[src/rtl/mem_arbiter_if.sv]
// Bundle of the pipeline, loader and shared-memory signals around mem_arbiter.
// slave is the arbiter's view; master is the environment (pipeline, loader, RAM).
interface mem_arbiter_if;
   logic       p_read;
   logic       p_write;
   logic [7:0] p_addr;
   logic [7:0] p_wdata;
   logic [7:0] p_rdata;
   logic       p_stall;
   logic       l_req;
   logic       l_we;
   logic [7:0] l_addr;
   logic [7:0] l_wdata;
   logic       l_gnt;
   logic [7:0] l_rdata;
   logic       mem_re;
   logic       mem_we;
   logic [7:0] mem_addr;
   logic [7:0] mem_wdata;
   logic [7:0] mem_rdata;

   modport slave (
      input  p_read, p_write, p_addr, p_wdata,
      output p_rdata, p_stall,
      input  l_req, l_we, l_addr, l_wdata,
      output l_gnt, l_rdata,
      output mem_re, mem_we, mem_addr, mem_wdata,
      input  mem_rdata
   );

   modport master (
      output p_read, p_write, p_addr, p_wdata,
      input  p_rdata, p_stall,
      output l_req, l_we, l_addr, l_wdata,
      input  l_gnt, l_rdata,
      input  mem_re, mem_we, mem_addr, mem_wdata,
      output mem_rdata
   );
endinterface

[src/rtl/mem_arbiter.sv]
// Shares one 256x8 data-memory port between the CPU MEM stage and a loader/debug port.
// The pipeline has priority; a loader waiting STARVE_LIMIT cycles is forced through.
module mem_arbiter #(
   parameter int STARVE_LIMIT = 3
) (
   input  logic          clk,
   input  logic          reset,
   mem_arbiter_if.slave  bus
);

   localparam int CNT_W = (STARVE_LIMIT < 1) ? 1 : $clog2(STARVE_LIMIT + 1);
   localparam logic [CNT_W-1:0] CNT_MAX = CNT_W'(STARVE_LIMIT);

   typedef enum logic [1:0] {IDLE, WAIT, DONE} state_t;

   state_t           state, state_nxt;
   logic [CNT_W-1:0] wait_cnt, wait_cnt_nxt;
   logic             l_gnt_q;
   logic [7:0]       l_rdata_q;
   logic             p_acc;
   logic             l_sel;

   assign p_acc = bus.p_read | bus.p_write;

   // Reset gates the port so no write or stall can leak out while reset is low.
   always_comb begin
      state_nxt     = state;
      wait_cnt_nxt  = wait_cnt;
      l_sel         = 1'b0;
      bus.mem_re    = bus.p_read;
      bus.mem_we    = bus.p_write & reset;
      bus.mem_addr  = bus.p_addr;
      bus.mem_wdata = bus.p_wdata;
      bus.p_stall   = 1'b0;

      if (reset && (state != DONE) && bus.l_req && (!p_acc || (wait_cnt == CNT_MAX)))
         l_sel = 1'b1;

      if (l_sel) begin
         bus.mem_re    = ~bus.l_we;
         bus.mem_we    = bus.l_we;
         bus.mem_addr  = bus.l_addr;
         bus.mem_wdata = bus.l_wdata;
         bus.p_stall   = p_acc;
      end

      case (state)
         IDLE: begin
            if (l_sel) begin
               state_nxt    = DONE;
               wait_cnt_nxt = '0;
            end else if (bus.l_req) begin
               state_nxt    = WAIT;
               wait_cnt_nxt = CNT_W'(1);
            end
         end
         WAIT: begin
            if (l_sel) begin
               state_nxt    = DONE;
               wait_cnt_nxt = '0;
            end else if (!bus.l_req) begin
               state_nxt    = IDLE;
               wait_cnt_nxt = '0;
            end else if (wait_cnt != CNT_MAX) begin
               wait_cnt_nxt = wait_cnt + 1'b1;
            end
         end
         DONE: begin
            state_nxt    = IDLE;
            wait_cnt_nxt = '0;
         end
         default: begin
            state_nxt    = IDLE;
            wait_cnt_nxt = '0;
         end
      endcase
   end

   always_ff @(posedge clk or negedge reset) begin
      if (!reset) begin
         state     <= IDLE;
         wait_cnt  <= '0;
         l_gnt_q   <= 1'b0;
         l_rdata_q <= 8'h00;
      end else begin
         state    <= state_nxt;
         wait_cnt <= wait_cnt_nxt;
         l_gnt_q  <= l_sel;
         if (l_sel && !bus.l_we)
            l_rdata_q <= bus.mem_rdata;
      end
   end

   assign bus.p_rdata = bus.mem_rdata;
   assign bus.l_gnt   = l_gnt_q;
   assign bus.l_rdata = l_rdata_q;

endmodule

[src/flat_wrapper.sv]
// flat-port wrapper written by rule: the top's interface ports become plain ports
module mem_arbiter_flat 
#(
   parameter int STARVE_LIMIT = 3
)
  (clk, reset, bus_p_read, bus_p_write, bus_p_addr, bus_p_wdata, bus_p_rdata, bus_p_stall, bus_l_req, bus_l_we, bus_l_addr, bus_l_wdata, bus_l_gnt, bus_l_rdata, bus_mem_re, bus_mem_we, bus_mem_addr, bus_mem_wdata, bus_mem_rdata);
  mem_arbiter_if bus_i ();
  input  logic clk;
  input  logic reset;
  input wire logic [$bits(bus_i.p_read)-1:0] bus_p_read;
  input wire logic [$bits(bus_i.p_write)-1:0] bus_p_write;
  input wire logic [$bits(bus_i.p_addr)-1:0] bus_p_addr;
  input wire logic [$bits(bus_i.p_wdata)-1:0] bus_p_wdata;
  output wire logic [$bits(bus_i.p_rdata)-1:0] bus_p_rdata;
  output wire logic [$bits(bus_i.p_stall)-1:0] bus_p_stall;
  input wire logic [$bits(bus_i.l_req)-1:0] bus_l_req;
  input wire logic [$bits(bus_i.l_we)-1:0] bus_l_we;
  input wire logic [$bits(bus_i.l_addr)-1:0] bus_l_addr;
  input wire logic [$bits(bus_i.l_wdata)-1:0] bus_l_wdata;
  output wire logic [$bits(bus_i.l_gnt)-1:0] bus_l_gnt;
  output wire logic [$bits(bus_i.l_rdata)-1:0] bus_l_rdata;
  output wire logic [$bits(bus_i.mem_re)-1:0] bus_mem_re;
  output wire logic [$bits(bus_i.mem_we)-1:0] bus_mem_we;
  output wire logic [$bits(bus_i.mem_addr)-1:0] bus_mem_addr;
  output wire logic [$bits(bus_i.mem_wdata)-1:0] bus_mem_wdata;
  input wire logic [$bits(bus_i.mem_rdata)-1:0] bus_mem_rdata;
  assign bus_i.p_read = bus_p_read;
  assign bus_i.p_write = bus_p_write;
  assign bus_i.p_addr = bus_p_addr;
  assign bus_i.p_wdata = bus_p_wdata;
  assign bus_p_rdata = bus_i.p_rdata;
  assign bus_p_stall = bus_i.p_stall;
  assign bus_i.l_req = bus_l_req;
  assign bus_i.l_we = bus_l_we;
  assign bus_i.l_addr = bus_l_addr;
  assign bus_i.l_wdata = bus_l_wdata;
  assign bus_l_gnt = bus_i.l_gnt;
  assign bus_l_rdata = bus_i.l_rdata;
  assign bus_mem_re = bus_i.mem_re;
  assign bus_mem_we = bus_i.mem_we;
  assign bus_mem_addr = bus_i.mem_addr;
  assign bus_mem_wdata = bus_i.mem_wdata;
  assign bus_i.mem_rdata = bus_mem_rdata;
  mem_arbiter #(.STARVE_LIMIT(STARVE_LIMIT)) u_core (.clk(clk), .reset(reset), .bus(bus_i));
endmodule
[config.mk]
export PLATFORM = sky130hd
export DESIGN_NAME = mem_arbiter_flat
export DESIGN_NICKNAME = d
export VERILOG_FILES = /design/src/rtl/mem_arbiter_if.sv /design/src/rtl/mem_arbiter.sv /design/src/flat_wrapper.sv
export SDC_FILE = /design/constraint.sdc
export NUM_CORES = 1
export LEC_CHECK = 0
export BUFFER_PORTS_ARGS = -buffer_cell sky130_fd_sc_hd__buf_2
export CORE_AREA = 4 4 57 59
export CTS_CLUSTER_DIAMETER = 50
export DETAILED_ROUTE_END_ITERATION = 7
export DIE_AREA = 0 0 61 63
export PLACE_DENSITY = 0.73
export RECOVER_POWER = 100
export SLEW_MARGIN = 20
export SYNTH_ARGS = -nofsm -noshare
export SYNTH_HDL_FRONTEND = slang
export SYNTH_SLANG_ARGS = --single-unit
[constraint.sdc]
create_clock -name clk -period 1.7 [get_ports clk]
set_clock_uncertainty 0.1 [all_clocks]
set_input_delay 0.17 -clock clk [delete_from_list [all_inputs] [get_ports clk]]
set_output_delay 0.17 -clock clk [all_outputs]
set_load 0.01 [all_outputs]
# ---- Word level (Yosys, flattened, before mapping)
# Cells that the tools add are included.
dict set report totals {
  output_inout_bits 36
  wordCells 41
  register_bits 13
  in_bits 46
}
dict set report classes {
  reduce_logical 10
  eq_ne 7
  muxes 16
  n_addsub 1
  n_bitwise 3
}
# operator n
set ops {}
lappend ops {{$mux W2} 8}
lappend ops {{$mux W8} 2}
lappend ops {{$pmux W2 S2} 2}
lappend ops {{$ne A3 B2 Y1 const B} 2}
lappend ops {{$logic_and A1 B1 Y1} 4}
lappend ops {{$mux W1} 4}
lappend ops {{$ne A2 B2 Y1 const B} 2}
lappend ops {{$ne A4 B2 Y1 const B} 1}
lappend ops {{$reduce_and A2 Y1} 2}
lappend ops {{$add A2 B1 Y2 const B} 1}
lappend ops {{$eq A2 B1 Y1 const B} 1}
lappend ops {{$eq A2 B2 Y1 const B} 1}
lappend ops {{$logic_not A1 Y1} 2}
lappend ops {{$logic_not A2 Y1} 1}
lappend ops {{$and A1 B1 Y1} 1}
lappend ops {{$logic_or A1 B1 Y1} 1}
lappend ops {{$not A1 Y1} 1}
lappend ops {{$or A1 B1 Y1} 1}

# ---- Longest topological paths before layout
# Gate-level depths: netlist (run 1).
dict set report depth {
  ltp_word 7
  depth_mapped 5
  ltp_nobuf 4
}

# ---- Least setup slack after synthesis (run 1)
# Ideal clock, no wire load.
dict set report synth_path {
  path_type {reg-to-output}
  startpoint {register u_core.wait_cnt[0]}
  endpoint {output bus_mem_addr[0]}
  path_slack_ps -147
  stages_incl_launch_ff 6
  arrival_time_ps 1577
  t_required_ps 1430
  n_path_buf 1
  path_cell_list {dfrtp_1 ha_1 o21ba_4 nor3_1 buf_2 mux2_2}
}
dict set report synth_between {
  elab_chain_cells 5
}
# item line_no
set synth_lines {}
lappend synth_lines {{from (decl)} mem_arbiter.sv:17} ;# logic [CNT_W-1:0] wait_cnt, wait_cnt_nxt;
lappend synth_lines {{from (signal assigned)} mem_arbiter.sv:87} ;# wait_cnt <= wait_cnt_nxt;
lappend synth_lines {{$eq A2 B2 Y1} mem_arbiter.sv:36} ;# if (reset && (state != DONE) && bus.l_req && (!p_acc || (wait_cnt == CNT_MAX)))
lappend synth_lines {{$logic_or A1 B1 Y1} mem_arbiter.sv:36}
lappend synth_lines {{$logic_and A1 B1 Y1} mem_arbiter.sv:36}
lappend synth_lines {{$mux W1} mem_arbiter.sv:36}
lappend synth_lines {{$mux W8} mem_arbiter.sv:39} ;# if (l_sel) begin
lappend synth_lines {{to (decl)} flat_wrapper.sv:24} ;# output wire logic [$bits(bus_i.mem_addr)-1:0] bus_mem_addr;
# Every way passes these cells.

# ---- Final worst setup path (run 1)
dict set report layout_path {
  startpoint {register u_core.wait_cnt[0]}
  endpoint {output bus_mem_addr[2]}
}
# The elaborated chain is that of the path after synthesis.

==> results.cfg, run 1 <==
[global_routing]
met2_usage_pct = 28.9
grt_pass1_vias = 1042
met1_usage_pct = 15.8
grt_max_degree = 18
grt_pass1_wl_um = 4420
use_met3_pct = 3.72
antenna_found_initial = 0
grt-ovfl-total = 0
grt.total_usage_pct = 15.2
busiest_layer = met2

[run_status]
violations = negative setup slack
run_status = complete, but fails checks

[worst_setup_path]
start_kind = flop
worstSetupPathType = reg2out
crit_arrival_ps = 1830
worstReg2RegEnd = u_core.bus.l_rdata[4]
critPathCaptureType = primary output
required_ps = 1430
worstPathMaxFanout = 5
rr_worst_depth = 7
r2r_slack_ps = -120
reg2reg_from = u_core.wait_cnt[0]

[detailed_routing]
route.vias.total = 942
drc = 0
drt_iter0_drc = 10
via_per_inst = 4.73
ant_nets = 0
wire_per_inst_um = 14.4
routed_wl_um = 2870
first_pass_iters = 4

[logic_synthesis]
syn_nets = 121
synth_top_family_by_area = multiplexers
ys_seq_area_share_pct = 37.8
synth-seq-cells = 13
synthMuxAreaShare_pct = 33.9
yosysUniqueCellTypes = 22
netlist_area_um2 = 860
synth.avg_cell_area_um2 = 11.6
synthAdderAreaFrac_pct = 1.46
yosys_warnings = 0
netlist.area_leader.share_pct = 37.8
synth_area_leaders = dfrtp_1 38%, mux2_2 33%, buf_4 7.0%
synth_compound_area_share_pct = 7.57
synth_top_area_cell = dfrtp_1
yosys.area_share.simple_pct = 8.73
synth_xor_area_share_pct = 1.02
synth_cells = 74

[floorplan]
rows = 19
die_y_um = 63
die_area_um2 = 3840
start_util_pct = 31.7
die_x_um = 61
core_um2 = 2710
io_pins = 82

[clocking]
h-tree-depth = 1
cts_buffers = 3
cts_buffer_depth = 2
cts.sinks = 13
clock_latency_ps = 270
clockRootBuffer = clkbuf_4
path_clk_slew_ps = 80
cts_tree = built

[sta]
slew_headroom_pct = 80.7
whs_ps = 39.7
rsz0062_at_grt = true
max_freq_mhz = 477
fin_ws_ps = -396
worstMarginPinSlew_ps = 289
fin_crit_ps = 2100
drv_slew = 0
fin_crit_sh_pct = 123
final-setup-viol-count = 27
hold_viol_final = 0

[min_path]
worstHoldEndpoint = u_core.bus.l_rdata[2]
hp-start = bus_mem_rdata[2]
hold_class = in2reg
holdPathStages = 2

[pwr]
p_leak_uw = 0.000841
finalPower_uw = 1110
powerDensity_nw_per_um2 = 677
worst_ir_drop_vdd_mv = 0.658

[finish]
stdcell_count = 199
finalNetCount = 216
drive_above_1_share_pct = 68.5
syn_to_final_growth_pct = 91.4
antenna_cells = 0

[placement]
dp.cells = 189
dpl_worst_slack_ps = -187
port_buffers = 81
place_hpwl_um = 2190
place.gp.congestion = 0.707

[run]
cap_violations = 0
registers in the layout, indices dropped and copies added, names as in the netlist:
signal / flops
u_core.state: 2
u_core.bus.l_rdata: 8
u_core.bus.l_gnt: 1
u_core.wait_cnt: 2
placed cells by master (no fill, tap or decap), drive strengths merged:
cell type / n
a2111oi: 1
a21oi: 2
a32o: 1
and2b: 1
buf: 82
clkbuf: 20
clkinv: 1
dfrtp: 13
dlygate4sd3: 1
ha: 1
inv: 3
mux2: 25
mux2i: 1
nand2: 4
nand2b: 1
nand4b: 1
nor2: 3
nor3: 1
nor4: 1
o21a: 1
o21ai: 1
o21ba: 1
o21bai: 1
xor2: 1
per-layer routing:
layer	vias to the layer above	part of all wire [%]
met5	-	0
met1	442	32
li1	444	-
met4	0	0
met2	56	55
met3	0	13
worst max-delay path by stage:
stage	from	endpoint	slack, ps	cells after the start
global route	u_core.wait_cnt[0]	bus_mem_we	-500	8
detailed placement	u_core.wait_cnt[1]	bus_mem_addr[6]	-190	6
CTS	u_core.wait_cnt[0]	bus_mem_addr[2]	-400	7
floorplan	u_core.wait_cnt[0]	u_core.bus.l_rdata[0]	-80	4
finish	u_core.wait_cnt[0]	bus_mem_addr[2]	-400	7
global placement	u_core.wait_cnt[1]	u_core.bus.l_rdata[3]	-140	6
power by group:
group | leakage, uW | switching (uW) | internal (uW)
registers | 0.000163 | 41.7 | 380
clock network | 0.0000177 | 97.0 | 87.0
logic | 0.000661 | 205 | 304
total | 0.000841 | 343 | 771
kinds of logic (layout without fill, tap and decap cells):
family                   after synthesis  in the layout
flip-flops                            13             13
buffers and inverters                 13            107
adder cells (fa/ha/maj)                1              1
XOR/XNOR                               1              1
multiplexers                          26             26
AO/OA/AOI/OAI                          8              8
AND/OR/NAND/NOR                       12             12
worst max-delay path: stages (launching register included):
cell	delay, ps
dfrtp_1	410
ha_4	150
o21ba_4	150
nor3_4	150
buf_6	150
buf_6	120
mux2_4	300
buf_6	120
timing repair:
| action | in CTS | in global routing |
|---|---|---|
| endpoints found under the setup margin | 27 | 28 |
| pin swaps | 3 | 0 |
| hold buffers | 1 | 0 |
| buffers inserted | 5 | 0 |
| resized for setup | 45 | 3 |
| hold endpoints to repair | 13 | 0 |
synth_stat cells, drive strengths merged:
cell	number
ha	1
o21a	1
nor3	1
mux2i	1
mux2	25
a21oi	2
nor4	1
nand2	4
and2b	1
buf	10
a2111oi	1
nor2	3
inv	3
nand2b	1
nand4b	1
xor2	1
dfrtp	13
o21bai	1
a32o	1
o21ba	1
o21ai	1
layout make-up:
class / instances / area [um2]
clock buffers: 3 / 22.5
clock inverters: 1 / 5.00
fillers: 223 / 1060
inverters: 3 / 11.3
multi-input cells: 48 / 572
flip-flops and latches: 13 / 325
well taps: 31 / 38.8
repair buffers: 100 / 671
per-stage QoR:
stage	TNS [ps]	utilization (%)	instance area [um2]
after floorplan	-1270	-	901
after global placement	-2730	50.3	1360
after detailed placement	-3790	50.3	1360
after CTS	-7990	61.3	1660
after global routing	-10080	60.7	1650
final	-7690	60.7	1650
Note: power is estimated with default switching activity, not from simulation.
==> run 2: changes to the inputs <==
--- a/config.mk
+++ b/config.mk
@@ -6,12 +6,14 @@
 export NUM_CORES = 1
 export LEC_CHECK = 0
 export BUFFER_PORTS_ARGS = -buffer_cell sky130_fd_sc_hd__buf_2
-export CORE_AREA = 4 4 57 59
+export CORE_AREA = 4 4 56 58
+export CTS_BUF_LIST = sky130_fd_sc_hd__clkbuf_2
 export CTS_CLUSTER_DIAMETER = 50
 export DETAILED_ROUTE_END_ITERATION = 7
-export DIE_AREA = 0 0 61 63
-export PLACE_DENSITY = 0.73
+export DIE_AREA = 0 0 60 62
+export PLACE_DENSITY = 0.76
 export RECOVER_POWER = 100
+export REMOVE_ABC_BUFFERS = 1
 export SLEW_MARGIN = 20
 export SYNTH_ARGS = -nofsm -noshare
 export SYNTH_HDL_FRONTEND = slang
==> run 2 against run 1 <==
  * Combinational power decreased by 8.8%
  * Setup slack got worse by 78 ps
  * Maximum frequency decreased by 3.6%
  * Routed wire length decreased by 0.45%
  * Largest power group unchanged
  * The run still ends with negative setup slack left
  * First-iteration DRC count decreased by 10%
==> results.cfg, run 2 (same netlist as run 1, synthesis figures left out) <==
[finish]
largest_reg_flops = 8
layout_common_cells = 52 x buf_2, 17 x clkbuf_1, 15 x mux2_2, 15 x buf_6, 13 x dfrtp_1
finalNetCount = 210
postLayoutCellArea_um2 = 1480
antenna_cells = 0
stdcell_count = 193
syn_to_final_growth_pct = 71.8
seqCellArea_um2 = 325
multiInputGateArea_um2 = 510
fillers = 247
layout_commonest_cell = buf_2
drive_above_1_share_pct = 67.9

[min_path]
hold_class = in2reg
holdPathStages = 2

[sta]
slew_headroom_pct = 81.5
drv_slew = 0
fin_ws_ps = -474
fin_crit_ps = 2170
rsz0062_at_grt = true
final-setup-viol-count = 27
hold_viol_final = 0
max_freq_mhz = 460
worstMarginPinSlew_ps = 277
fin_crit_sh_pct = 128

[worst_setup_path]
crit_buf_inv = 2
worstSetupPathType = reg2out
crit_arrival_ps = 1900
r2r_slack_ps = -110
worst_path_largest_cell_delay_ps = 390
worstReg2RegEnd = u_core.bus.l_rdata[1]
slowest_stage = dfrtp_1
path_depth = 6
reg2reg_from = u_core.wait_cnt[1]
critPathCaptureType = primary output
crit_start = u_core.wait_cnt[1]
critPathCapture = bus_mem_wdata[5]
required_ps = 1430
start_kind = flop
worstPathCellList = ha_2 -> o21ba_4 -> nor3_4 -> buf_6 -> mux2_2 -> buf_2
worstPathMaxFanout = 10
rr_worst_depth = 6
cp_top_family = flip-flops

[floorplan]
die_y_um = 62
io_pins = 82
core_um2 = 2660
die_x_um = 60
start_util_pct = 32.3
die_area_um2 = 3720
rows = 19

[global_routing]
grt_max_degree = 18
grt_pass1_wl_um = 3640
grt_pass1_vias = 894
antenna_found_initial = 0
grt.total_usage_pct = 13.2
grt-ovfl-total = 0

[run]
cap_violations = 0

[detailed_routing]
drc = 0
routed_wl_um = 2860
via_per_inst = 4.76
wire_per_inst_um = 14.8
drt_iter0_drc = 9
route.vias.total = 919
first_pass_iters = 4
ant_nets = 0

[clocking]
cts_tree = built
clock_latency_ps = 280
cts_buffers = 3
cts_buffer_depth = 2
path_clk_slew_ps = 130
h-tree-depth = 1
clockRootBuffer = clkbuf_2
cts.sinks = 13

[placement]
place_hpwl_um = 2140
place.gp.congestion = 0.720
dp.cells = 187
placed_area_um2 = 1320
port_buffers = 81

[pwr]
powerDensity_nw_per_um2 = 710
worst_ir_drop_vdd_mv = 0.456
p_leak_uw = 0.000744

[run_status]
violations = negative setup slack
run_status = complete, but fails checks
-- run 2: cell count changes in the layout (fill, tap and decap cells not counted), moves of 2 or more --
cell / before / now
clkbuf_2: 0 / 4
buf_2: 47 / 52
clkbuf_4: 3 / 0
buf_4: 11 / 9
buf_6: 23 / 15
mux2_4: 25 / 10
mux2_2: 0 / 15
-- run 2: per-layer routing --
layer | global-route usage, % | wire, um | up-vias
li1 | - | - | 430
met1 | 13.7 | 880 | 426
met2 | 25.2 | 1570 | 57
met3 | 3.31 | 343 | 6
met4 | 5.70 | 65 | 0
met5 | 0 | 0 | -
-- run 2: how the worst min path moves through the flow --
stage,startpoint,end,slack [ps]
after floorplan,reset,u_core.bus.l_gnt,-230
after global placement,reset,u_core.wait_cnt[1],40
after detailed placement,reset,u_core.wait_cnt[1],40
after CTS,bus_mem_rdata[0],u_core.bus.l_rdata[0],20
after global routing,bus_mem_rdata[3],u_core.bus.l_rdata[3],9
final,bus_mem_rdata[0],u_core.bus.l_rdata[0],20
-- run 2: area by class of cell --
cell class / count / share of cell area, %
timing repair buffer: 94 / 38.6
multi-input combinational: 48 / 34.6
sequential: 13 / 22.0
tap: 31 / 2.63
clock buffer: 4 / 1.36
inverter: 3 / 0.763
-- run 2: worst reg2reg max path, stage by stage (launching register included) --
cell and delay, ps:
dfrtp_1 390, ha_2 190, o21ba_4 160, buf_4 140, nor4_4 210, buf_6 200
mux2_4 310
-- run 2: repair_timing --
action,4_1_cts,5_1_grt
pin swaps,0,1
hold buffers,1,0
setup endpoints to repair,27,28
gates resized for setup,4,25
gates cloned,0,0
setup buffers,0,2
endpoints found under the hold margin,13,0
-- run 2: power breakdown --
group,leakage (uW),switching (uW),internal (uW)
combinational,0.000564,198,266
clock,0.0000166,103,62.4
sequential,0.000163,38.7,379
total,0.000744,340,708
-- run 2: metrics by stage --
| step | hold slack, ps | setup WS (ps) | util [%] | TNS [ps] | total power, uW |
|---|---|---|---|---|---|
| global route | 9.47 | -576 | 55.5 | -11880 | 1120 |
| floorplan | -226 | -1230 | - | -24950 | 604 |
| CTS | 17.1 | -467 | 51.4 | -9570 | 993 |
| detailed placement | 41.4 | -142 | 49.6 | -3330 | 823 |
| finish | 23.1 | -474 | 55.5 | -9490 | 1050 |
| global placement | 39.0 | -109 | 49.6 | -2570 | 808 |
